--- src/rtl/watch_ctrl_fsm.sv ---
// Run/stop/clear/mode controller for the watch datapath: merges debounced buttons with
// UART commands from an FWFT RX FIFO and acknowledges each consumed byte via the TX FIFO.
module watch_ctrl_fsm #(
  parameter int unsigned NUM_MODES        = 2,
  parameter int unsigned CLEAR_CYCLES     = 1,
  parameter logic [7:0]  CMD_RUN          = 8'h72,
  parameter logic [7:0]  CMD_CLEAR        = 8'h63,
  parameter logic [7:0]  CMD_CHANGE       = 8'h6D,
  parameter bit          CASE_INSENSITIVE = 1'b1,
  localparam int unsigned MODE_W = (NUM_MODES > 2) ? $clog2(NUM_MODES) : 1
) (
  input  logic              clk,
  input  logic              reset,
  input  logic              btn_run_stop,
  input  logic              btn_clear,
  input  logic              btn_change,
  input  logic [7:0]        rx_data,
  input  logic              rx_empty,
  output logic              rd_en,
  input  logic              tx_full,
  output logic [7:0]        tx_data,
  output logic              tx_wr,
  output logic              enable,
  output logic              clear,
  output logic [MODE_W-1:0] mode
);

  localparam int unsigned CNT_W = (CLEAR_CYCLES > 1) ? $clog2(CLEAR_CYCLES) : 1;

  typedef enum logic [1:0] {StStop, StRun, StClear} state_e;

  state_e             state_q, state_d;
  logic [CNT_W-1:0]   clr_cnt_q, clr_cnt_d;
  logic [MODE_W-1:0]  mode_d;
  logic               enable_d, clear_d, tx_wr_d;
  logic [7:0]         tx_data_d;

  logic       btn_any;
  logic [7:0] cmd;
  logic       is_run, is_clr, is_chg;
  logic       ev_run, ev_clr, ev_chg;
  logic       executed;

  assign btn_any = btn_run_stop | btn_clear | btn_change;
  // Buttons take priority; a pending RX byte waits until a button-free cycle.
  assign rd_en   = reset & ~btn_any & ~rx_empty;
  assign cmd     = CASE_INSENSITIVE ? (rx_data | 8'h20) : rx_data;
  assign is_run  = (cmd == CMD_RUN);
  assign is_clr  = (cmd == CMD_CLEAR);
  assign is_chg  = (cmd == CMD_CHANGE);

  always_ff @(posedge clk or negedge reset) begin
    if (!reset) begin
      state_q   <= StStop;
      clr_cnt_q <= '0;
      mode      <= '0;
      enable    <= 1'b0;
      clear     <= 1'b0;
      tx_wr     <= 1'b0;
      tx_data   <= 8'h00;
    end else begin
      state_q   <= state_d;
      clr_cnt_q <= clr_cnt_d;
      mode      <= mode_d;
      enable    <= enable_d;
      clear     <= clear_d;
      tx_wr     <= tx_wr_d;
      tx_data   <= tx_data_d;
    end
  end

  always_comb begin
    ev_run = 1'b0;
    ev_clr = 1'b0;
    ev_chg = 1'b0;
    if (btn_any) begin
      ev_run = btn_run_stop;
      ev_clr = btn_clear & ~btn_run_stop;
      ev_chg = btn_change;
    end else if (rd_en) begin
      ev_run = is_run;
      ev_clr = is_clr;
      ev_chg = is_chg;
    end

    state_d   = state_q;
    clr_cnt_d = clr_cnt_q;
    mode_d    = mode;
    unique case (state_q)
      StStop: begin
        if (ev_run) begin
          state_d = StRun;
        end else if (ev_clr) begin
          state_d   = StClear;
          clr_cnt_d = '0;
        end
      end
      StRun: begin
        if (ev_run) state_d = StStop;
      end
      StClear: begin
        if (clr_cnt_q == CNT_W'(CLEAR_CYCLES - 1)) begin
          state_d = StStop;
        end else begin
          clr_cnt_d = clr_cnt_q + 1'b1;
        end
      end
      default: state_d = StStop;
    endcase

    if (ev_chg && (state_q != StClear)) begin
      mode_d = (mode == MODE_W'(NUM_MODES - 1)) ? '0 : mode + 1'b1;
    end
  end

  always_comb begin
    enable_d  = (state_d == StRun);
    clear_d   = (state_d == StClear);
    executed  = ((is_run | is_chg) & (state_q != StClear)) | (is_clr & (state_q == StStop));
    tx_wr_d   = rd_en & ~tx_full;
    tx_data_d = tx_data;
    if (tx_wr_d) begin
      if (!(is_run | is_clr | is_chg)) begin
        tx_data_d = 8'h3F;
      end else if (executed) begin
        tx_data_d = rx_data;
      end else begin
        tx_data_d = 8'h21;
      end
    end
  end

endmodule

--- config.mk ---
export PLATFORM = sky130hd
export DESIGN_NAME = watch_ctrl_fsm
export DESIGN_NICKNAME = d
export VERILOG_FILES = /design/src/rtl/watch_ctrl_fsm.sv
export SDC_FILE = /design/constraint.sdc
export NUM_CORES = 1
export LEC_CHECK = 0
export BUFFER_PORTS_ARGS = -buffer_cell sky130_fd_sc_hd__buf_4
export CAP_MARGIN = 15
export CORE_AREA = 2 2 44 46
export CTS_BUF_LIST = sky130_fd_sc_hd__clkbuf_8 sky130_fd_sc_hd__clkbuf_16
export DETAILED_ROUTE_END_ITERATION = 7
export DIE_AREA = 0 0 46 48
export PLACE_DENSITY = 0.71
export SLEW_MARGIN = 20
export SYNTH_ARGS = -nofsm -noshare
export SYNTH_HDL_FRONTEND = slang
export SYNTH_SLANG_ARGS = --single-unit
export TNS_END_PERCENT = 10
--- constraint.sdc ---
create_clock -name clk -period 1.6 [get_ports clk]
set_clock_uncertainty 0.2 [all_clocks]
set_input_delay 0.16 -clock clk [delete_from_list [all_inputs] [get_ports clk]]
set_output_delay 0.16 -clock clk [all_outputs]
set_load 0.005 [all_outputs]
==> flow_summary.html, run 1 <==
<table>
<tr><th>Metric</th><th>Value</th></tr>
<tr><th colspan="2">Outcome</th></tr>
<tr><td>Run status</td><td>finished with violations</td></tr>
<tr><td>Violated checks</td><td>negative setup slack</td></tr>
<tr><th colspan="2">Power and ir drop</th></tr>
<tr><td>Power density relative to cell area</td><td>1080 mW/mm²</td></tr>
<tr><td>Maximum vdd drop</td><td>0.610 mV</td></tr>
<tr><td>Static Leakage</td><td>0.511 nW</td></tr>
<tr><td>Internal power</td><td>858 µW</td></tr>
<tr><td>Combinational power share</td><td>33.8%</td></tr>
<tr><td>Total power of the final layout</td><td>1.18 mW</td></tr>
<tr><td>Power dissipated by switching net loads</td><td>321 µW</td></tr>
<tr><td>Relative contribution of sequential cells to total power</td><td>42.0%</td></tr>
<tr><td>Clock group share of total power</td><td>24.3%</td></tr>
<tr><td>Proportion of total power due to net switching</td><td>27.2%</td></tr>
<tr><th colspan="2">Floorplan</th></tr>
<tr><td>Width of the die</td><td>46 µm</td></tr>
<tr><td>Vert. Die Dim</td><td>48 µm</td></tr>
<tr><td>Std cell rows</td><td>15</td></tr>
<tr><td>Total die area</td><td>0.00221 mm²</td></tr>
<tr><td>Std-Cell Core Area</td><td>0.00169 mm²</td></tr>
<tr><td>Initial Util</td><td>39.0%</td></tr>
<tr><td>Top Ports</td><td>28</td></tr>
<tr><th colspan="2">Clocking</th></tr>
<tr><td>Maximum buffer depth of the clock tree</td><td>2</td></tr>
<tr><td>Post-CTS Setup Repair Bufs</td><td>0</td></tr>
<tr><td>Sinks on Clock Net</td><td>14</td></tr>
<tr><td>Clock latency reported for the late side of the worst-skew pair</td><td>0.24 ns</td></tr>
<tr><td>CTS Buf Count</td><td>3</td></tr>
<tr><td>Depth of the CTS H-tree</td><td>1</td></tr>
<tr><td>TritonCTS clock tree</td><td>built</td></tr>
<tr><td>CTS root buffer</td><td>sky130_fd_sc_hd__clkbuf_8</td></tr>
<tr><td>Clock slew at reported path FFs</td><td>0.06 ns</td></tr>
<tr><th colspan="2">Global routing</th></tr>
<tr><td>Vias in the first global route</td><td>615</td></tr>
<tr><td>Overall track demand over capacity in global routing</td><td>18.4%</td></tr>
<tr><td>Number of antenna violations at the first check in global routing</td><td>0</td></tr>
<tr><td>Largest net degree at the start of global routing</td><td>15</td></tr>
<tr><td>First-pass GRT wire length</td><td>2.70 mm</td></tr>
<tr><td>Congestion Overflow GR</td><td>0</td></tr>
<tr><th colspan="2">Place</th></tr>
<tr><td>Post-Place Cells</td><td>110</td></tr>
<tr><td>Number of input and output port buffers inserted</td><td>27</td></tr>
<tr><td>Instance area at placement</td><td>966 µm²</td></tr>
<tr><td>Global placer's final weighted congestion</td><td>0.846</td></tr>
<tr><td>Worst Setup Slack post-DPL</td><td>-0.271 ns</td></tr>
<tr><td>HPWL after DPL</td><td>1.24 mm</td></tr>
<tr><th colspan="2">Synth</th></tr>
<tr><td>Number of nets produced by synthesis</td><td>70</td></tr>
<tr><td>#FFs+latches synth</td><td>14</td></tr>
<tr><td>YS warnings</td><td>0</td></tr>
<tr><td>Mean Syn Cell Area</td><td>12.0 µm²</td></tr>
<tr><td>Post-synthesis instance area</td><td>659 µm²</td></tr>
<tr><td>Sequential-to-total area share from yosys stat</td><td>53.1%</td></tr>
<tr><td>Ranking of synthesized cells by area</td><td>sky130_fd_sc_hd__dfrtp_1, sky130_fd_sc_hd__o22a_2, sky130_fd_sc_hd__nand2b_1</td></tr>
<tr><td>Library cell with the largest summed area after synthesis</td><td>sky130_fd_sc_hd__dfrtp_1</td></tr>
<tr><td>Post-synth cell types</td><td>24</td></tr>
<tr><td>Portion of synthesized cell area occupied by the leading cell type</td><td>53.1%</td></tr>
<tr><td>Number of instances in the synthesized netlist</td><td>55</td></tr>
<tr><th colspan="2">Setup path</th></tr>
<tr><td>Startpoint kind of the worst setup timing path</td><td>flop</td></tr>
<tr><td>Endpoint kind of the worst setup timing path</td><td>flop</td></tr>
<tr><td>Required arrival time at the worst endpoint</td><td>1.52 ns</td></tr>
<tr><td>Arrival time at the worst endpoint</td><td>1.55 ns</td></tr>
<tr><td>Path type of the worst setup path</td><td>flop to flop</td></tr>
<tr><td>CP peak stage delay</td><td>0.39 ns</td></tr>
<tr><td>Crit path max-delay cell type</td><td>sky130_fd_sc_hd__dfrtp_1</td></tr>
<tr><td>CP max FO</td><td>3</td></tr>
<tr><td>Start point of the critical path</td><td>state_q[0]$_DFF_PN0_</td></tr>
<tr><td>Launch instance of the worst register-to-register path</td><td>state_q[0]$_DFF_PN0_</td></tr>
<tr><td>Critical path cell sequence</td><td>nand2b_4 -&gt; nand2_2 -&gt; or3b_4 -&gt; o32a_1</td></tr>
<tr><td>Reg-to-reg slack, setup</td><td>-0.02 ns</td></tr>
<tr><th colspan="2">Final layout</th></tr>
<tr><td>Commonest non-fill, non-tap cells in the layout</td><td>sky130_fd_sc_hd__buf_4, sky130_fd_sc_hd__dfrtp_1, sky130_fd_sc_hd__o22a_2</td></tr>
<tr><td>Final instance count without filler cells</td><td>116</td></tr>
<tr><td>Final net count</td><td>116</td></tr>
<tr><td>Fraction of layout cells with a size suffix above 1</td><td>58.6%</td></tr>
<tr><td>Antenna Cells</td><td>0</td></tr>
<tr><td>Total area of multi-input combinational cells</td><td>357 µm²</td></tr>
<tr><td>Final core area utilization</td><td>64.7%</td></tr>
<tr><td>Most common cell after layout, fill and taps aside</td><td>sky130_fd_sc_hd__buf_4</td></tr>
<tr><td>Signed area change from the synthesized netlist to the final layout</td><td>65.7%</td></tr>
<tr><td>Register cell area after layout</td><td>350 µm²</td></tr>
<tr><td>Post-Layout Inst Area</td><td>0.00109 mm²</td></tr>
<tr><td>Count of fill cells added during filler insertion</td><td>137</td></tr>
<tr><th colspan="2">STA</th></tr>
<tr><td>Relative slew slack</td><td>68.4%</td></tr>
<tr><td>Slew at the pin closest to its max-slew limit</td><td>0.467 ns</td></tr>
<tr><td>Min setup slack post-route</td><td>-0.0217 ns</td></tr>
<tr><td>Total of endpoints with negative setup slack in the final report</td><td>2</td></tr>
<tr><td>Clock period minus final worst setup slack</td><td>1.62 ns</td></tr>
<tr><td>Final worst-path cycle share</td><td>101%</td></tr>
<tr><td>Peak Freq</td><td>0.617 GHz</td></tr>
<tr><td>Final Hold Vio Count</td><td>0</td></tr>
<tr><td>Unrepaired setup endpoints after global routing</td><td>yes</td></tr>
<tr><td>Count of final max-slew check failures</td><td>0</td></tr>
<tr><th colspan="2">Detailed routing</th></tr>
<tr><td>Initial DRC Count</td><td>4</td></tr>
<tr><td>Post-detailed-route wirelength per cell</td><td>14.5 µm</td></tr>
<tr><td>DR vias/cell</td><td>5.34</td></tr>
<tr><td>DR pass1 iterations</td><td>4</td></tr>
<tr><td>Via count of the routed design</td><td>619</td></tr>
<tr><td>DRC Markers</td><td>0</td></tr>
<tr><td>Detail Route Antenna Nets</td><td>0</td></tr>
<tr><td>Sum of routed wire length over all layers</td><td>1.68 mm</td></tr>
<tr><th colspan="2">Job</th></tr>
<tr><td>Max-capacitance violation count</td><td>0</td></tr>
<tr><th colspan="2">Min path</th></tr>
<tr><td>Hold Crit Start</td><td>tx_full</td></tr>
<tr><td>Path type of the worst min-delay path</td><td>input pin to flop</td></tr>
</table>
[synthesized netlist by cell type]
master                     instances
sky130_fd_sc_hd__nand2b_1          3
sky130_fd_sc_hd__nand3_2           1
sky130_fd_sc_hd__nor4_1            2
sky130_fd_sc_hd__nor2_1            4
sky130_fd_sc_hd__o22a_2            5
sky130_fd_sc_hd__and2b_2           1
sky130_fd_sc_hd__nor4b_1           2
sky130_fd_sc_hd__inv_1             2
sky130_fd_sc_hd__o41ai_1           2
sky130_fd_sc_hd__nand3b_1          2
sky130_fd_sc_hd__or3b_2            2
sky130_fd_sc_hd__dfrtp_1          14
sky130_fd_sc_hd__xnor2_1           2
sky130_fd_sc_hd__or4bb_1           1
sky130_fd_sc_hd__a21oi_1           1
sky130_fd_sc_hd__xor2_1            1
sky130_fd_sc_hd__or4b_4            1
sky130_fd_sc_hd__nor3_4            1
sky130_fd_sc_hd__nand3_1           1
sky130_fd_sc_hd__nand2_1           2
sky130_fd_sc_hd__nor3_1            1
sky130_fd_sc_hd__o22ai_1           2
sky130_fd_sc_hd__nor2b_1           1
sky130_fd_sc_hd__o32a_1            1
[final timing paths]
kind | to | depth (start not counted)
max | tx_data[5]$_DFFE_PN0P_ | 4
min | tx_wr$_DFF_PN0_ | 3
max reg2reg | tx_data[5]$_DFFE_PN0P_ | 4
min reg2reg | mode$_DFFE_PN0P_ | 1
max in group asynchronous | tx_data[5]$_DFFE_PN0P_ | 3
min in group asynchronous | tx_data[3]$_DFFE_PN0P_ | 3
[metal layers]
layer  part of all wire [%]  vias up  GRT usage (%)
met5                      0        -              0
met4                    1.1        0           10.3
met3                    5.1        2           4.53
met2                     52       20           30.8
met1                     41      297           21.4
li1                       -      300              -
[worst max-delay path, delay by kind of cell, from the launching register on]
kind,cells,cell delay (ns)
AND/OR/NAND/NOR,3,0.59
AO/OA/AOI/OAI,1,0.33
flip-flops,1,0.39
[stage by stage]
step | setup TNS, ns | hold WS (ns)
global placement | -1.78 | -0.0793
detailed placement | -2.19 | -0.0784
CTS | -0.0132 | 0.0665
finish | -0.0373 | 0.0667
global route | -0.177 | 0.0709
floorplan | -0.853 | -0.336
[logic make-up after synthesis]
group	after synthesis	synth area share (%)
compound gates	11	14.4
simple gates	25	27.3
flops	14	53.1
buf+inv	2	1.14
xor+xnor	3	3.99
[layout make-up]
class | count | area share, %
Clock buffer | 3 | 3.78
Inverter | 2 | 0.687
Multi-Input combinational cell | 39 | 32.6
Sequential cell | 14 | 32.1
Tap cell | 17 | 1.95
Timing Repair Buffer | 41 | 28.9
[what timing repair did]
| item | in CTS | in global routing |
|---|---|---|
| gates resized for setup | 4 | 5 |
| endpoints found under the setup margin | 3 | 6 |
| hold endpoints to repair | 17 | 0 |
| hold buffers | 3 | 0 |
| pin swaps | 1 | 0 |
[power by group through the flow]
stage               Clock, mW  Sequential, mW  Combinational (mW)
floorplan                   0           0.505               0.123
global placement            0           0.495               0.342
detailed placement          0           0.496               0.355
CTS                     0.281           0.496               0.372
global route            0.304           0.508               0.436
finish                  0.286           0.495               0.398
[registers in the layout, indices dropped and copies added (netlist names)]
| register | cells |
|---|---|
| tx_data | 8 |
| state_q | 2 |
| clear | 1 |
| enable | 1 |
| mode | 1 |
| tx_wr | 1 |
No activity file was read; power rests on OpenSTA's default activity.
==> inputs of run 2 (changes only) <==
- ABC_AREA: default -> 1
- CORE_AREA: 2 2 44 46 -> 2 2 46 48
- DIE_AREA: 0 0 46 48 -> 0 0 48 50
- PLACE_DENSITY: 0.71 -> 0.73
==> flow_summary.html, run 2 <==
<table>
<tr><th>Metric</th><th>Value</th></tr>
<tr><th colspan="2">Synth</th></tr>
<tr><td>Most instantiated flip-flop cell in the synthesis netlist</td><td>sky130_fd_sc_hd__dfrtp_1</td></tr>
<tr><td>Share of flip-flops with an asynchronous set or reset after synthesis</td><td>100%</td></tr>
<tr><td>Top post-synthesis cells by count</td><td>sky130_fd_sc_hd__nand2_1, sky130_fd_sc_hd__dfrtp_1, sky130_fd_sc_hd__inv_1, sky130_fd_sc_hd__nor2_1, sky130_fd_sc_hd__nand3_1</td></tr>
<tr><td>YS warnings</td><td>0</td></tr>
<tr><td>Most repeated cell in the gate-level netlist after synthesis</td><td>sky130_fd_sc_hd__nand2_1</td></tr>
<tr><td>Ranking of synthesized cells by area</td><td>sky130_fd_sc_hd__dfrtp_1, sky130_fd_sc_hd__nand2_1, sky130_fd_sc_hd__inv_1</td></tr>
<tr><td>Library cell with the largest summed area after synthesis</td><td>sky130_fd_sc_hd__dfrtp_1</td></tr>
<tr><td>Synth Area in Adders</td><td>0%</td></tr>
<tr><td>Synthesized-area fraction occupied by ao, oa, aoi and oai cells</td><td>5.75%</td></tr>
<tr><td>Portion of synthesized cell area occupied by the leading cell type</td><td>44.7%</td></tr>
<tr><td>Xor-xnor portion of the synthesized cell area</td><td>1.12%</td></tr>
<tr><td>Fraction of synthesized area in multiplexers</td><td>0%</td></tr>
<tr><td>Post-synth cell types</td><td>21</td></tr>
<tr><td>Number of nets produced by synthesis</td><td>107</td></tr>
<tr><td>EDFF count, synth</td><td>0</td></tr>
<tr><td>Main combinational cell family by area after synthesis</td><td>simple AND/OR/NAND/NOR gates</td></tr>
<tr><td>Simple-gate area share of the yosys netlist</td><td>39.5%</td></tr>
<tr><td>Number of instances in the synthesized netlist</td><td>92</td></tr>
<tr><td>Sequential-to-total area share from yosys stat</td><td>44.7%</td></tr>
<tr><td>Post-synthesis instance area</td><td>783 µm²</td></tr>
<tr><td>Mean Syn Cell Area</td><td>8.51 µm²</td></tr>
<tr><td>#FFs+latches synth</td><td>14</td></tr>
<tr><th colspan="2">Power and ir drop</th></tr>
<tr><td>Static Leakage</td><td>0.632 nW</td></tr>
<tr><td>Total power of the final layout</td><td>1.04 mW</td></tr>
<tr><td>Power density relative to cell area</td><td>945 mW/mm²</td></tr>
<tr><td>Maximum vdd drop</td><td>0.824 mV</td></tr>
<tr><th colspan="2">STA</th></tr>
<tr><td>Count of final max-slew check failures</td><td>0</td></tr>
<tr><td>Min setup slack post-route</td><td>0.221 ns</td></tr>
<tr><td>Unrepaired setup endpoints after global routing</td><td>no</td></tr>
<tr><td>Setup total negative slack</td><td>0 ns</td></tr>
<tr><td>Final worst-path cycle share</td><td>86.2%</td></tr>
<tr><td>Slew at the pin closest to its max-slew limit</td><td>0.301 ns</td></tr>
<tr><td>Peak Freq</td><td>0.725 GHz</td></tr>
<tr><td>Relative slew slack</td><td>79.7%</td></tr>
<tr><td>Total of endpoints with negative setup slack in the final report</td><td>0</td></tr>
<tr><td>Hold_ws</td><td>0.0168 ns</td></tr>
<tr><td>Final Hold Vio Count</td><td>0</td></tr>
<tr><td>Clock period minus final worst setup slack</td><td>1.38 ns</td></tr>
<tr><th colspan="2">Clocking</th></tr>
<tr><td>TritonCTS clock tree</td><td>built</td></tr>
<tr><td>Depth of the CTS H-tree</td><td>1</td></tr>
<tr><td>Maximum buffer depth of the clock tree</td><td>2</td></tr>
<tr><td>Sinks on Clock Net</td><td>14</td></tr>
<tr><td>Quantity of gates resized following cts</td><td>0</td></tr>
<tr><td>Clock slew at reported path FFs</td><td>0.06 ns</td></tr>
<tr><td>CTS root buffer</td><td>sky130_fd_sc_hd__clkbuf_8</td></tr>
<tr><td>Clock latency reported for the late side of the worst-skew pair</td><td>0.24 ns</td></tr>
<tr><td>CTS Buf Count</td><td>3</td></tr>
<tr><th colspan="2">Floorplan</th></tr>
<tr><td>Initial Util</td><td>41.2%</td></tr>
<tr><td>Width of the die</td><td>48 µm</td></tr>
<tr><td>Vert. Die Dim</td><td>50 µm</td></tr>
<tr><td>Std cell rows</td><td>16</td></tr>
<tr><td>Std-Cell Core Area</td><td>0.00190 mm²</td></tr>
<tr><td>Total die area</td><td>0.00240 mm²</td></tr>
<tr><td>Top Ports</td><td>28</td></tr>
<tr><th colspan="2">Setup path</th></tr>
<tr><td>CP max FO</td><td>9</td></tr>
<tr><td>Number of buffers and inverters on the critical path</td><td>3</td></tr>
<tr><td>Arrival time at the worst endpoint</td><td>1.31 ns</td></tr>
<tr><td>Dominant delay contributor by cell family on the critical path</td><td>buffers and inverters</td></tr>
<tr><td>Crit path max-delay cell type</td><td>sky130_fd_sc_hd__dlygate4sd3_1</td></tr>
<tr><td>Startpoint kind of the worst setup timing path</td><td>input pin</td></tr>
<tr><td>Endpoint kind of the worst setup timing path</td><td>flop</td></tr>
<tr><td>Critical path cell sequence</td><td>dlygate4sd3_1 -&gt; buf_4 -&gt; nor2_8 -&gt; inv_4 -&gt; nor2_8 -&gt; a21oi_1</td></tr>
<tr><td>Path type of the worst setup path</td><td>input pin to flop</td></tr>
<tr><td>CP peak stage delay</td><td>0.53 ns</td></tr>
<tr><td>Required arrival time at the worst endpoint</td><td>1.53 ns</td></tr>
<tr><td>Dominant cell type by count on the critical path</td><td>sky130_fd_sc_hd__nor2_8</td></tr>
<tr><th colspan="2">Global routing</th></tr>
<tr><td>Largest net degree at the start of global routing</td><td>15</td></tr>
<tr><td>Number of antenna violations at the first check in global routing</td><td>0</td></tr>
<tr><td>Congestion Overflow GR</td><td>0</td></tr>
<tr><td>Vias in the first global route</td><td>627</td></tr>
<tr><td>First-pass GRT wire length</td><td>2.62 mm</td></tr>
<tr><td>Overall track demand over capacity in global routing</td><td>15.4%</td></tr>
<tr><th colspan="2">Job</th></tr>
<tr><td>Max-capacitance violation count</td><td>0</td></tr>
<tr><th colspan="2">Final layout</th></tr>
<tr><td>Final core area utilization</td><td>58.0%</td></tr>
<tr><td>Register bank with the most flops</td><td>tx_data</td></tr>
<tr><td>Flip-flop count of the largest register after layout</td><td>8</td></tr>
<tr><td>Fraction of layout cells with a size suffix above 1</td><td>40.5%</td></tr>
<tr><td>Most common cell after layout, fill and taps aside</td><td>sky130_fd_sc_hd__buf_4</td></tr>
<tr><td>Signed area change from the synthesized netlist to the final layout</td><td>40.7%</td></tr>
<tr><td>Final net count</td><td>142</td></tr>
<tr><td>Commonest non-fill, non-tap cells in the layout</td><td>sky130_fd_sc_hd__buf_4, sky130_fd_sc_hd__nand2_1, sky130_fd_sc_hd__inv_1, sky130_fd_sc_hd__dfrtp_1, sky130_fd_sc_hd__nor2_1</td></tr>
<tr><td>Largest registers</td><td>tx_data x8, state_q x2</td></tr>
<tr><td>Post-Layout Inst Area</td><td>0.00110 mm²</td></tr>
<tr><td>Final instance count without filler cells</td><td>153</td></tr>
<tr><td>Antenna Cells</td><td>0</td></tr>
<tr><th colspan="2">Outcome</th></tr>
<tr><td>Run status</td><td>finished, final reports clean</td></tr>
<tr><th colspan="2">Detailed routing</th></tr>
<tr><td>Post-detailed-route wirelength per cell</td><td>10.4 µm</td></tr>
<tr><td>Via count of the routed design</td><td>676</td></tr>
<tr><td>DR vias/cell</td><td>4.42</td></tr>
<tr><td>Detail Route Antenna Nets</td><td>0</td></tr>
<tr><td>Initial DRC Count</td><td>5</td></tr>
<tr><td>Sum of routed wire length over all layers</td><td>1.59 mm</td></tr>
<tr><td>DRC Markers</td><td>0</td></tr>
<tr><td>DR pass1 iterations</td><td>4</td></tr>
<tr><th colspan="2">Place</th></tr>
<tr><td>Worst Setup Slack post-DPL</td><td>0.285 ns</td></tr>
<tr><td>Number of input and output port buffers inserted</td><td>27</td></tr>
<tr><td>Global placer's final weighted congestion</td><td>0.763</td></tr>
<tr><td>Post-Place Cells</td><td>147</td></tr>
<tr><td>Instance area at placement</td><td>0.00103 mm²</td></tr>
<tr><td>HPWL after DPL</td><td>1.25 mm</td></tr>
<tr><th colspan="2">Min path</th></tr>
<tr><td>Path type of the worst min-delay path</td><td>input pin to flop</td></tr>
</table>
[run 2: cell count changes in the layout (fill, tap and decap cells not counted), sizes merged, moves of 3 or more]
cell | previous run | this run
buf | 38 | 28
nand3 | 2 | 8
o22a | 5 | 0
inv | 2 | 18
nand2 | 2 | 25
or2 | 0 | 4
nor2 | 4 | 13
a21oi | 1 | 4
nand2b | 3 | 0
[run 2: worst reg2reg max path: stages (launching register included)]
cell and delay, ns:
sky130_fd_sc_hd__dfrtp_1 0.37, sky130_fd_sc_hd__inv_1 0.13, sky130_fd_sc_hd__nand3_1 0.09, sky130_fd_sc_hd__nand3_1 0.14, sky130_fd_sc_hd__nand3_1 0.12, sky130_fd_sc_hd__a21oi_1 0.14
[run 2: worst paths after layout]
| kind | start | end | slack [ns] | cells after the start |
|---|---|---|---|---|
| max in group asynchronous | reset | tx_data[0]$_DFFE_PN0P_ | 0.82 | 3 |
| min reg2reg | tx_data[7]$_DFFE_PN0P_ | tx_data[7]$_DFFE_PN0P_ | 0.28 | 2 |
| max reg2reg | state_q[0]$_DFF_PN0_ | tx_data[3]$_DFFE_PN0P_ | 0.33 | 5 |
| min in group asynchronous | reset | tx_data[1]$_DFFE_PN0P_ | 0.21 | 3 |
| max | tx_full | tx_data[3]$_DFFE_PN0P_ | 0.22 | 6 |
| min | rx_data[1] | tx_data[1]$_DFFE_PN0P_ | 0.02 | 3 |
[run 2: cell type report]
cell class	instances	area, µm²
fillers	177	800
well taps	27	33.8
repair buffers	30	230
multi-input cells	60	363
clock buffers	4	55.1
inverters	18	70.1
flip-flops and latches	14	350
[run 2: power breakdown]
group / leakage (nW) / switching [mW] / total [mW] / internal (mW)
combinational: 0.429 / 0.110 / 0.255 / 0.145
clock: 0.0288 / 0.123 / 0.340 / 0.218
sequential: 0.174 / 0.0314 / 0.446 / 0.415
[run 2: cell families (layout without fill, tap and decap cells)]
logic type / count (synthesis) / count (layout)
simple gates: 52 / 52
buf+inv: 18 / 52
flops: 14 / 14
compound gates: 7 / 7
xor+xnor: 1 / 1
[run 2: routing by layer]
layer	global-route usage [%]	up-vias	wire length (µm)	share of wire (%)
li1	-	345	-	-
met1	21.5	310	716	45
met2	22.9	19	786	49
met3	4.40	2	77	4.8
met4	4.05	0	11	0.69
met5	0	-	0	0
[run 2: repair_timing]
action	4_1_cts	5_1_grt
endpoints found under the hold margin	15	0
buffers inserted	0	0
hold buffers	2	0
==> inputs of run 3 (changes only) <==
- HOLD_SLACK_MARGIN: default -> 0.05
==> flow_summary.html, run 3 (synthesized netlist as in run 2, its figures left out) <==
<table>
<tr><th>Metric</th><th>Value</th></tr>
<tr><th colspan="2">Clocking</th></tr>
<tr><td>Sinks on Clock Net</td><td>14</td></tr>
<tr><td>Post-CTS Setup Repair Bufs</td><td>0</td></tr>
<tr><td>Clock slew at reported path FFs</td><td>0.06 ns</td></tr>
<tr><td>TritonCTS clock tree</td><td>built</td></tr>
<tr><td>CTS root buffer</td><td>sky130_fd_sc_hd__clkbuf_8</td></tr>
<tr><td>Depth of the CTS H-tree</td><td>1</td></tr>
<tr><td>Clock latency reported for the late side of the worst-skew pair</td><td>0.24 ns</td></tr>
<tr><td>CTS Buf Count</td><td>3</td></tr>
<tr><td>Maximum buffer depth of the clock tree</td><td>2</td></tr>
<tr><td>Post-cts hold buffer count</td><td>6</td></tr>
<tr><th colspan="2">STA</th></tr>
<tr><td>Final Hold Vio Count</td><td>0</td></tr>
<tr><td>Peak Freq</td><td>0.646 GHz</td></tr>
<tr><td>Setup total negative slack</td><td>0 ns</td></tr>
<tr><td>Count of final max-slew check failures</td><td>0</td></tr>
<tr><td>Final worst-path cycle share</td><td>96.8%</td></tr>
<tr><td>Relative slew slack</td><td>86.3%</td></tr>
<tr><td>Min setup slack post-route</td><td>0.0519 ns</td></tr>
<tr><td>Total of endpoints with negative setup slack in the final report</td><td>0</td></tr>
<tr><td>Hold_ws</td><td>0.0350 ns</td></tr>
<tr><td>Clock period minus final worst setup slack</td><td>1.55 ns</td></tr>
<tr><td>Slew at the pin closest to its max-slew limit</td><td>0.204 ns</td></tr>
<tr><td>Unrepaired setup endpoints after global routing</td><td>yes</td></tr>
<tr><th colspan="2">Detailed routing</th></tr>
<tr><td>DR vias/cell</td><td>4.45</td></tr>
<tr><td>Sum of routed wire length over all layers</td><td>1.63 mm</td></tr>
<tr><td>DR pass1 iterations</td><td>4</td></tr>
<tr><td>Post-detailed-route wirelength per cell</td><td>10.4 µm</td></tr>
<tr><td>Via count of the routed design</td><td>699</td></tr>
<tr><td>Detail Route Antenna Nets</td><td>0</td></tr>
<tr><td>DRC Markers</td><td>0</td></tr>
<tr><td>Initial DRC Count</td><td>6</td></tr>
<tr><th colspan="2">Global routing</th></tr>
<tr><td>Overall track demand over capacity in global routing</td><td>15.9%</td></tr>
<tr><td>Number of antenna violations at the first check in global routing</td><td>0</td></tr>
<tr><td>Largest net degree at the start of global routing</td><td>15</td></tr>
<tr><td>First-pass GRT wire length</td><td>2.72 mm</td></tr>
<tr><td>Congestion Overflow GR</td><td>0</td></tr>
<tr><td>Vias in the first global route</td><td>662</td></tr>
<tr><th colspan="2">Place</th></tr>
<tr><td>HPWL after DPL</td><td>1.25 mm</td></tr>
<tr><td>Number of input and output port buffers inserted</td><td>27</td></tr>
<tr><td>Post-Place Cells</td><td>147</td></tr>
<tr><td>Worst Setup Slack post-DPL</td><td>0.285 ns</td></tr>
<tr><td>Global placer's final weighted congestion</td><td>0.763</td></tr>
<tr><th colspan="2">Setup path</th></tr>
<tr><td>Endpoint kind of the worst setup timing path</td><td>flop</td></tr>
<tr><td>Worst reg2reg endpoint</td><td>tx_data[3]$_DFFE_PN0P_</td></tr>
<tr><td>Start point of the critical path</td><td>rx_data[1]</td></tr>
<tr><td>Path type of the worst setup path</td><td>input pin to flop</td></tr>
<tr><td>Arrival time at the worst endpoint</td><td>1.48 ns</td></tr>
<tr><td>CP max FO</td><td>4</td></tr>
<tr><td>Reg2Reg Depth</td><td>5</td></tr>
<tr><td>Launch instance of the worst register-to-register path</td><td>state_q[0]$_DFF_PN0_</td></tr>
<tr><td>Reg-to-reg slack, setup</td><td>0.35 ns</td></tr>
<tr><td>Required arrival time at the worst endpoint</td><td>1.53 ns</td></tr>
<tr><td>Startpoint kind of the worst setup timing path</td><td>input pin</td></tr>
<tr><th colspan="2">Final layout</th></tr>
<tr><td>Fraction of layout cells with a size suffix above 1</td><td>43.8%</td></tr>
<tr><td>Register bank with the most flops</td><td>tx_data</td></tr>
<tr><td>Flip-flop count of the largest register after layout</td><td>8</td></tr>
<tr><td>Largest registers</td><td>tx_data x8, state_q x2</td></tr>
<tr><td>Commonest non-fill, non-tap cells in the layout</td><td>sky130_fd_sc_hd__buf_4, sky130_fd_sc_hd__nand2_1, sky130_fd_sc_hd__dfrtp_1, sky130_fd_sc_hd__inv_1</td></tr>
<tr><td>Most common cell after layout, fill and taps aside</td><td>sky130_fd_sc_hd__buf_4</td></tr>
<tr><td>Signed area change from the synthesized netlist to the final layout</td><td>47.9%</td></tr>
<tr><td>Antenna Cells</td><td>0</td></tr>
<tr><td>Final net count</td><td>146</td></tr>
<tr><td>Final instance count without filler cells</td><td>157</td></tr>
<tr><th colspan="2">Floorplan</th></tr>
<tr><td>Initial Util</td><td>41.2%</td></tr>
<tr><td>Vert. Die Dim</td><td>50 µm</td></tr>
<tr><td>Top Ports</td><td>28</td></tr>
<tr><td>Std-Cell Core Area</td><td>0.00190 mm²</td></tr>
<tr><td>Width of the die</td><td>48 µm</td></tr>
<tr><td>Total die area</td><td>0.00240 mm²</td></tr>
<tr><td>Std cell rows</td><td>16</td></tr>
<tr><th colspan="2">Min path</th></tr>
<tr><td>Number of cells on the worst hold path</td><td>4</td></tr>
<tr><td>Path type of the worst min-delay path</td><td>input pin to flop</td></tr>
<tr><td>Capture endpoint of the worst hold path</td><td>tx_wr$_DFF_PN0_</td></tr>
<tr><td>Hold Crit Start</td><td>rx_empty</td></tr>
<tr><th colspan="2">Power and ir drop</th></tr>
<tr><td>Maximum vdd drop</td><td>0.825 mV</td></tr>
<tr><td>Power density relative to cell area</td><td>910 mW/mm²</td></tr>
<tr><td>Static Leakage</td><td>0.654 nW</td></tr>
<tr><td>Total power of the final layout</td><td>1.05 mW</td></tr>
<tr><th colspan="2">Job</th></tr>
<tr><td>Max-capacitance violation count</td><td>0</td></tr>
<tr><th colspan="2">Outcome</th></tr>
<tr><td>Run status</td><td>finished, final reports clean</td></tr>
</table>
-- run 3: cell count changes in the layout (fill, tap and decap cells not counted), moves of 2 or more --
cell	change
sky130_fd_sc_hd__nand2_2	+2
sky130_fd_sc_hd__dlygate4sd3_1	+4
sky130_fd_sc_hd__o21ai_0	-2
sky130_fd_sc_hd__nand2_1	-2
sky130_fd_sc_hd__o21ai_1	+2
-- run 3: worst max-delay path by stage --
stage                                         to  slack [ns]  depth (start not counted)
final                           mode$_DFFE_PN0P_        0.05                          9
after global routing            enable$_DFF_PN0_       -0.04                         10
after CTS                       enable$_DFF_PN0_        0.02                         10
after detailed placement  tx_data[3]$_DFFE_PN0P_        0.28                          7
after global placement    tx_data[4]$_DFFE_PN0P_        0.30                          7
after floorplan           tx_data[2]$_DFFE_PN0P_        0.47                          5
-- run 3: layout make-up --
type,count,area (µm²)
well taps,27,33.8
repair buffers,34,270
clock buffers,4,55.1
fillers,170,743
inverters,18,70.1
multi-input cells,60,379
flip-flops and latches,14,350
-- run 3: repair_timing --
action	4_1_cts	5_1_grt
endpoints found under the setup margin	0	9
resized for setup	0	8
endpoints found under the hold margin	23	1
-- run 3: layer usage --
metal / global-route usage [%] / part of all wire, % / up-vias
met3: 4.40 / 5.0 / 4
met4: 4.05 / 1.3 / 0
met5: 0 / 0 / -
met2: 24.2 / 49 / 19
met1: 21.7 / 45 / 322
li1: - / - / 354
-- run 3: metrics by stage --
step / cell area [µm²] / util [%]
6_report: 1160 / 60.9
3_3_place_gp: 1030 / 54.0
2_1_floorplan: 783 / -
4_1_cts: 1140 / 60.1
3_5_place_dp: 1030 / 54.0
5_1_grt: 1160 / 60.9
-- run 3: power breakdown --
part | total [mW] | leakage [nW] | switching [mW] | internal, mW
clock | 0.342 | 0.0288 | 0.124 | 0.218
combinational | 0.265 | 0.451 | 0.113 | 0.152
sequential | 0.447 | 0.174 | 0.0319 | 0.415
total | 1.05 | 0.654 | 0.269 | 0.785
-- run 3: critical path: stages --
cell	delay [ns]
sky130_fd_sc_hd__dlygate4sd3_1	0.54
sky130_fd_sc_hd__buf_4	0.15
sky130_fd_sc_hd__inv_1	0.04
sky130_fd_sc_hd__nand2_1	0.05
sky130_fd_sc_hd__nor2_2	0.11
sky130_fd_sc_hd__nand2_2	0.09
sky130_fd_sc_hd__o21ai_1	0.12
sky130_fd_sc_hd__nand2_1	0.08
sky130_fd_sc_hd__xnor2_1	0.13
